## config.mk

```make
export PLATFORM = sky130hd
export DESIGN_NAME = project_select_ctrl
export DESIGN_NICKNAME = d
export VERILOG_FILES = /design/src/rtl/project_select_ctrl.sv
export SDC_FILE = /design/constraint.sdc
export NUM_CORES = 1
export LEC_CHECK = 0
export ABC_AREA = 1
export CORE_MARGIN = 2
export CORE_UTILIZATION = 40
export DETAILED_ROUTE_END_ITERATION = 6
export PLACE_DENSITY = 0.79
export SLEW_MARGIN = 15
export SYNTH_ARGS = -nofsm -noshare
export SYNTH_HDL_FRONTEND = slang
export SYNTH_SLANG_ARGS = --single-unit
```

## constraint.sdc

```tcl
create_clock -name wb_clk_i -period 5.6 [get_ports wb_clk_i]
set_input_delay 1.12 -clock wb_clk_i [delete_from_list [all_inputs] [get_ports wb_clk_i]]
set_output_delay 1.12 -clock wb_clk_i [all_outputs]
set_load 0.1 [all_outputs]
```

## src/rtl/project_select_ctrl.sv

```systemverilog
// Wishbone-controlled selector that drives at most one project enable at a time.
// Every change of selection passes through an all-off guard interval.
module project_select_ctrl #(
    parameter int unsigned NUM_PROJECTS = 3,
    parameter logic [31:0] BASE_ADDR    = 32'h3000_0000,
    parameter int unsigned GUARD_CYCLES = 16
) (
    input  logic                    wb_clk_i,
    input  logic                    wb_rst_i,
    input  logic                    wbs_cyc_i,
    input  logic                    wbs_stb_i,
    input  logic                    wbs_we_i,
    input  logic [3:0]              wbs_sel_i,
    input  logic [31:0]             wbs_adr_i,
    input  logic [31:0]             wbs_dat_i,
    output logic                    wbs_ack_o,
    output logic [31:0]             wbs_dat_o,
    output logic [NUM_PROJECTS-1:0] active,
    output logic                    busy_o
);

    localparam int unsigned CNT_W = (GUARD_CYCLES > 1) ? $clog2(GUARD_CYCLES) : 1;
    localparam logic [CNT_W-1:0] CNT_LOAD = CNT_W'(GUARD_CYCLES - 1);

    typedef enum logic [1:0] {
        ST_OFF   = 2'd0,
        ST_GUARD = 2'd1,
        ST_ON    = 2'd2
    } state_e;

    state_e                  state_q, state_d;
    logic [7:0]              cur_id_q, cur_id_d;
    logic [7:0]              pend_id_q, pend_id_d;
    logic                    pend_en_q, pend_en_d;
    logic                    err_q, err_d;
    logic [CNT_W-1:0]        cnt_q, cnt_d;
    logic [15:0]             sw_cnt_q, sw_cnt_d;
    logic                    ack_q;
    logic [31:0]             dat_q;
    logic [NUM_PROJECTS-1:0] active_q;
    logic                    busy_q;

    logic                    hit_s;
    logic [7:0]              wr_id_s;
    logic                    wr_en_s;
    logic                    id_ok_s;
    logic                    ctrl_wr_s;
    logic                    valid_wr_s;
    logic                    bad_wr_s;
    logic                    same_s;
    logic [31:0]             rdata_s;
    logic [NUM_PROJECTS-1:0] onehot_s;
    logic                    unused_s;

    assign hit_s      = wbs_cyc_i & wbs_stb_i & (wbs_adr_i[31:4] == BASE_ADDR[31:4]);
    assign wr_id_s    = wbs_dat_i[7:0];
    assign wr_en_s    = wbs_dat_i[31];
    assign id_ok_s    = ({1'b0, wr_id_s} < 9'(NUM_PROJECTS));
    // The write is committed at the end of the ack cycle, while the master still holds the request.
    assign ctrl_wr_s  = ack_q & hit_s & wbs_we_i & (wbs_adr_i[3:2] == 2'b00) & (wbs_sel_i == 4'hF);
    assign valid_wr_s = ctrl_wr_s & (~wr_en_s | id_ok_s);
    assign bad_wr_s   = ctrl_wr_s & wr_en_s & ~id_ok_s;
    assign same_s     = wr_en_s & (wr_id_s == cur_id_q);
    assign unused_s   = ^{wbs_adr_i[1:0], wbs_dat_i[30:8]};

    assign wbs_ack_o  = ack_q;
    assign wbs_dat_o  = dat_q;
    assign active     = active_q;
    assign busy_o     = busy_q;

    // Register read mux for the in-window offsets.
    always_comb begin
        rdata_s = 32'h0000_0000;
        case (wbs_adr_i[3:2])
            2'b00:   rdata_s = {pend_en_q, 23'd0, pend_id_q};
            2'b01:   rdata_s = {sw_cnt_q, 5'd0, err_q, (state_q == ST_GUARD), (state_q == ST_ON), cur_id_q};
            default: rdata_s = 32'h0000_0000;
        endcase
    end

    // One-hot decode of the next selected project.
    always_comb begin
        onehot_s = '0;
        for (int i = 0; i < int'(NUM_PROJECTS); i++) begin
            onehot_s[i] = (cur_id_d == 8'(i));
        end
    end

    // Next-state logic for selection, guard countdown and error flag.
    always_comb begin
        state_d   = state_q;
        cur_id_d  = cur_id_q;
        pend_id_d = pend_id_q;
        pend_en_d = pend_en_q;
        cnt_d     = cnt_q;
        sw_cnt_d  = sw_cnt_q;
        err_d     = err_q;

        if (bad_wr_s) begin
            err_d = 1'b1;
        end else if (valid_wr_s) begin
            err_d = 1'b0;
        end else begin
            err_d = err_q;
        end

        case (state_q)
            ST_OFF: begin
                if (valid_wr_s) begin
                    pend_id_d = wr_id_s;
                    pend_en_d = wr_en_s;
                    if (wr_en_s) begin
                        cnt_d   = CNT_LOAD;
                        state_d = ST_GUARD;
                    end else begin
                        state_d = ST_OFF;
                    end
                end else begin
                    state_d = ST_OFF;
                end
            end
            ST_GUARD: begin
                if (valid_wr_s) begin
                    pend_id_d = wr_id_s;
                    pend_en_d = wr_en_s;
                    cnt_d     = CNT_LOAD;
                end else if (cnt_q == '0) begin
                    if (pend_en_q) begin
                        state_d  = ST_ON;
                        cur_id_d = pend_id_q;
                        sw_cnt_d = sw_cnt_q + 16'd1;
                    end else begin
                        state_d = ST_OFF;
                    end
                end else begin
                    cnt_d = cnt_q - CNT_W'(1);
                end
            end
            ST_ON: begin
                if (valid_wr_s && !same_s) begin
                    pend_id_d = wr_id_s;
                    pend_en_d = wr_en_s;
                    cnt_d     = CNT_LOAD;
                    state_d   = ST_GUARD;
                end else begin
                    state_d = ST_ON;
                end
            end
            default: begin
                state_d = ST_OFF;
            end
        endcase
    end

    // State, bus response and registered enables.
    always_ff @(posedge wb_clk_i) begin
        if (wb_rst_i) begin
            state_q   <= ST_OFF;
            cur_id_q  <= 8'd0;
            pend_id_q <= 8'd0;
            pend_en_q <= 1'b0;
            err_q     <= 1'b0;
            cnt_q     <= '0;
            sw_cnt_q  <= 16'd0;
            ack_q     <= 1'b0;
            dat_q     <= 32'h0000_0000;
            active_q  <= '0;
            busy_q    <= 1'b0;
        end else begin
            state_q   <= state_d;
            cur_id_q  <= cur_id_d;
            pend_id_q <= pend_id_d;
            pend_en_q <= pend_en_d;
            err_q     <= err_d;
            cnt_q     <= cnt_d;
            sw_cnt_q  <= sw_cnt_d;
            ack_q     <= hit_s & ~ack_q;
            dat_q     <= (hit_s & ~ack_q & ~wbs_we_i) ? rdata_s : 32'h0000_0000;
            active_q  <= (state_d == ST_ON) ? onehot_s : '0;
            busy_q    <= (state_d == ST_GUARD);
        end
    end

endmodule

```

---- Word level (Yosys, flattened, before mapping) ----
Index checks and enable logic that the tools add are counted.
cells by class
  add/subtract/negate cells ............... 2
  order comparisons ....................... 1
  equal/unequal tests ..................... 15
  muxes and demuxes ....................... 26
  bitwise logic cells ..................... 20
  reductions and logical operators ........ 15
operators with widths
  kind                   number
  $pmux 32 s2            1
  $mux 8                 6
  $eq 28x26->1 const B   1
  $mux 4                 5
  $add 16x1->16 const B  1
  $pmux 8 s2             1
  $and 1x1->1            12
  $pmux 4 s3             1
  $mux 2                 5
  $eq 8x1->1 const B     1
  $eq 8x2->1 const B     1
  $eq 8x8->1             1
  $logic_not 8->1        1
  $lt 8x2->1 const B     1
  $not 1->1              7
  $eq 2x1->1 const B     3
  $pmux 2 s3             1
  $reduce_or 2->1        3
  $mux 1                 5
  $reduce_and 5->1       1
  $eq 2x2->1 const B     2
  $eq 4x4->1 const B     1
  $logic_not 2->1        2
  $logic_not 4->1        1
  other kinds (12)       15
storage, ports and cells
  flip-flop bits (word level) ............. 77
  input port bits ......................... 73
  output and inout bits ................... 37

---- Depth between registers and ports, before layout ----
  depth in word-level cells ............... 13
  depth in mapped cells ................... 15

---- Worst setup path after synthesis ----
OpenSTA, ideal clock, no wires.
  path kind ............................... input-to-reg
  start ................................... input wbs_adr_i[3]
  end ..................................... register active_q[0], in the netlist active[0]
  library setup time ...................... 0.110 ns
  data arrival time ....................... 2.410 ns
  path slack .............................. 3.079 ns
  stages on the path ...................... 11
  cell sequence ........................... or2_1 buf_6 nor3_4 nand3_2 nand4_4 buf_8 nand2_1 o21ai_2 nor2_2 nand2_2 nor2_1
between the ends
  cells in the longest elaborated chain, start to end .. 10
  elaborated cells between the ends (all ways) .. 15
  those cells by class .................... eq/ne (1); mux (6); bitwise (4); reduce/logical (4)
RTL lines
  what                              line  RTL
  start: declaration                14    input logic [31:0] wbs_adr_i,
  $logic_not 2->1 *                 60    assign ctrl_wr_s = ack_q & hit_s & wbs_we_i & (wbs_adr_i[3:2] == 2'b00) & (wbs_sel_i == 4'hF);
  $and 1x1->1 * (2 in a row)        60
  $and 1x1->1 *                     61    assign valid_wr_s = ctrl_wr_s & (~wr_en_s | id_ok_s);
  $logic_and 1x1->1                 140   if (valid_wr_s && !same_s) begin
  $mux 2                            140
  $pmux 2 s3                        107   case (state_q)
  $eq 2x2->1                        179   active_q <= (state_d == ST_ON) ? onehot_s : '0;
  $not 1->1 (no source line)        -
  $reduce_or 2->1 (no source line)  -
  end signal: assignment            179
  end: declaration                  40    logic [NUM_PROJECTS-1:0] active_q;
Every way passes the cells marked *; elsewhere a longest branch is shown, timed or not.
A chain may end at the register's enable or synchronous reset.

---- Worst setup path after layout ----
  start ................................... input wb_rst_i
  end ..................................... register dat_q[8], in the netlist wbs_dat_o[8]
between the ends
  cells in the longest elaborated chain, start to end .. 1
RTL lines
  what                              line  RTL
  start: declaration                9     input logic wb_rst_i,
  $reduce_or 2->1 (no source line)  -
  end signal: assignment            178   dat_q <= (hit_s & ~ack_q & ~wbs_we_i) ? rdata_s : 32'h0000_0000;
  end: declaration                  39    logic [31:0] dat_q;
No other way between the ends.

==> flow_summary.json <==
{
  "outcome": "finished, final reports clean",
  "fp-row-count": 33,
  "r2r_slack_ns": 3.44,
  "drive_above_1_share_pct": 6.40,
  "top_layer": "met4",
  "ctsHtreeMaxLevel": 3,
  "peakVddDrop_uv": 184,
  "cp_common_cell": "nor4_1",
  "fill_cells": 794,
  "port-buffer-count": 79,
  "slowest_stage": "clkdlybuf4s50_1",
  "tns_ns": 0,
  "routabilityCongestion": 0.801,
  "grt_setup_unrepaired": "no",
  "crit_chain": "clkdlybuf4s50_1, nor4_1, nand2_1, nor4_1",
  "r2r_end": "active[2]",
  "slew_violations": 0,
  "wl_per_cell_um": 11.7,
  "report.final.hold_viol_count": 0,
  "initial_core_util_pct": 40.7,
  "cp_top_family": "simple AND/OR/NAND/NOR gates",
  "synth_warnings": 0,
  "crit_fanout": 27,
  "min_period_ns": 3.21,
  "ios": 110,
  "finalSetupViolCount": 0,
  "routedLengthMet1_um": 3210,
  "avgSynthCellArea_um2": 7.08,
  "area_growth_pct": 29.9,
  "die_w_um": 94.7,
  "reg2reg_from": "cnt_q[0]",
  "grt_pass1_vias": 2899,
  "grt_max_degree": 28,
  "viasPerCell": 4.77,
  "powerDensity_nw_per_um2": 220,
  "crit_type": "primary input to flop",
  "ant_nets": 0,
  "min_path_type": "flop to flop",
  "rr_worst_depth": 10,
  "cts_tree": "yes",
  "clock_sinks": 72,
  "slowest_delay_ns": 0.81,
  "routed-wl-met2_um": 3820,
  "cts_root_buf": "clkbuf_8",
  "cp.arrival_ns": 3.45,
  "fin_nets": 617,
  "worst-path-stages": 4,
  "post_cts_buffers": 0,
  "worst_slew_pin_slew_ns": 0.994,
  "drc": 0,
  "crit_path_start_kind": "primary input",
  "clkTransAtPathRegs_ns": 0.06,
  "dr.first_iter.drc_count": 128,
  "dp_hpwl_um": 5610,
  "gr-total-overflow": 0,
  "synth_cells": 465,
  "worstHoldStart": "state_q[1]",
  "antenna_found_initial": 0,
  "fmax_mhz": 312,
  "insertion_delay_ns": 0.36,
  "finalCritPeriodShare_pct": 57.3,
  "cts_inserted_buffers": 9,
  "n_antenna_cell": 0,
  "via_count": 3107,
  "ys_seq_area_share_pct": 43.8,
  "syn-cell-area_um2": 3290,
  "endpoint_kind": "flop",
  "crit_required_ns": 5.85,
  "grt_pass1_wl_um": 12600,
  "die_h_um": 94.7,
  "holdPathStages": 1,
  "ctsHoldBuffers": 0,
  "yosysUniqueCellTypes": 35,
  "routed_wl_um": 7620,
  "cts_buffer_depth": 2,
  "critPathBufInv": 1,
  "drt_pass1_iterations": 4,
  "min_to": "wbs_dat_o[9]",
  "met3_length_um": 429,
  "track_usage_pct": 18.0,
  "synth-seq-cells": 72,
  "hold-worst-slack_ns": 0.456,
  "ctsResizeCount": 0,
  "leakage_nw": 1.64,
  "core_area_um2": 8090,
  "die_area_um2": 8970,
  "skew_ns": 0.00744,
  "relSlewSlack_pct": 33.5,
  "drv_cap": 0
}
## cell usage in the layout, fill, tap and decap left out, types with 2 or more instances in the layout
master / count
nor2_1: 88
inv_1: 79
clkdlybuf4s50_1: 79
dfxtp_1: 72
nand2_1: 71
nor3_1: 29
a21oi_1: 23
o21ai_0: 20
clkbuf_8: 10
nand3_1: 9
o22ai_1: 9
o21ai_1: 8
o21ai_2: 5
nor4_1: 5
conb_1: 5
nand4_1: 4
nand3_2: 4
clkinv_2: 4
nand2_2: 3
nor2_4: 2
nor2_2: 2
nor3b_1: 2
ha_1: 2
clkbuf_1: 2
## metrics by stage
stage                     power, mW  worst slack (ns)  std cells  util (%)  area [um2]
after floorplan               0.562              3.08        469         -        3310
after global placement        0.600              2.12        636      50.8        4110
after detailed placement      0.601              1.96        636      50.8        4110
after CTS                     0.948              2.33        652      52.8        4280
after global routing          0.976              2.13        652      52.8        4280
final                         0.941              2.39        652      52.8        4280
## cell type report
class                   count  area [um2]  area share [%]
clock buffers              12         145            3.39
clock inverters             4        20.0           0.468
flip-flops and latches     72        1440            33.7
repair buffers             79         791            18.5
well taps                 105         131            3.07
multi-input cells         300        1450            33.8
inverters                  80         300            7.02
## per-layer routing
layer / up-vias / track usage [%]
met5: - / 0
met4: 0 / 5.80
met3: 19 / 6.54
met2: 85 / 31.1
met1: 1391 / 20.7
li1: 1612 / -
## worst max path at each step
stage	start	endpoint	slack, ns
global route	wbs_adr_i[2]	sw_cnt_q[15]	2.13
finish	wb_rst_i	wbs_dat_o[8]	2.39
CTS	wb_rst_i	wbs_dat_o[8]	2.33
floorplan	wbs_adr_i[3]	active[0]	3.08
global placement	wb_rst_i	wbs_dat_o[9]	2.12
detailed placement	wb_rst_i	wbs_dat_o[8]	1.96
## cell families (layout without fill, tap and decap cells)
| group | count (synthesis) | in the layout | share of synthesized area (%) |
|---|---|---|---|
| adder cells (fa/ha/maj) | 2 | 2 | 0.760 |
| buffers and inverters | 97 | 175 | 12.7 |
| flip-flops | 72 | 72 | 43.8 |
| other | 1 | 5 | 0.114 |
| AO/OA/AOI/OAI | 68 | 68 | 11.5 |
| AND/OR/NAND/NOR | 224 | 224 | 30.8 |
| XOR/XNOR | 1 | 1 | 0.266 |
## state kept, by name, summed over array words and instances, names as in the netlist
register and cells:
wbs_dat_o 27, state_q 2, cur_id_q 8, wbs_ack_o 1
pend_id_q 8, cnt_q 4, busy_o 1, sw_cnt_q 16
err_q 1, pend_en_q 1, active 3
## synthesized netlist by cell type
cell,number,area (um2)
dfxtp_1,72,1440
inv_2,1,3.75
nand2_1,71,267
nor3b_1,2,15.0
nand4_1,4,25.0
or2_1,1,6.26
nor2_4,2,22.5
a211oi_1,1,7.51
inv_1,79,297
o21ai_2,5,43.8
xnor2_1,1,8.76
buf_6,3,33.8
buf_8,1,15.0
nand3_1,9,45.0
nor3_1,29,145
clkbuf_1,6,22.5
buf_2,2,10.0
o21ai_1,8,40.0
nor4_1,5,31.3
nand4_4,1,21.3
nand3_2,4,40.0
nand2_2,3,18.8
buf_4,5,37.5
a21oi_2,1,8.76
o211ai_1,1,7.51
nor3_4,1,16.3
ha_1,2,25.0
nor2_1,88,330
a21oi_1,23,115
nor2_2,2,12.5
conb_1,1,3.75
nand2_4,1,11.3
o21ai_0,20,100
nand3b_1,1,7.51
o22ai_1,9,56.3
## where the power goes
group             switching, mW  internal (mW)  total [mW]
Combinational            0.0425         0.0355      0.0780
Sequential     0.00000000000768          0.512       0.512
Clock                     0.181          0.170       0.351
Total                     0.224          0.717       0.941
Note: power is estimated with default switching activity, not from simulation.
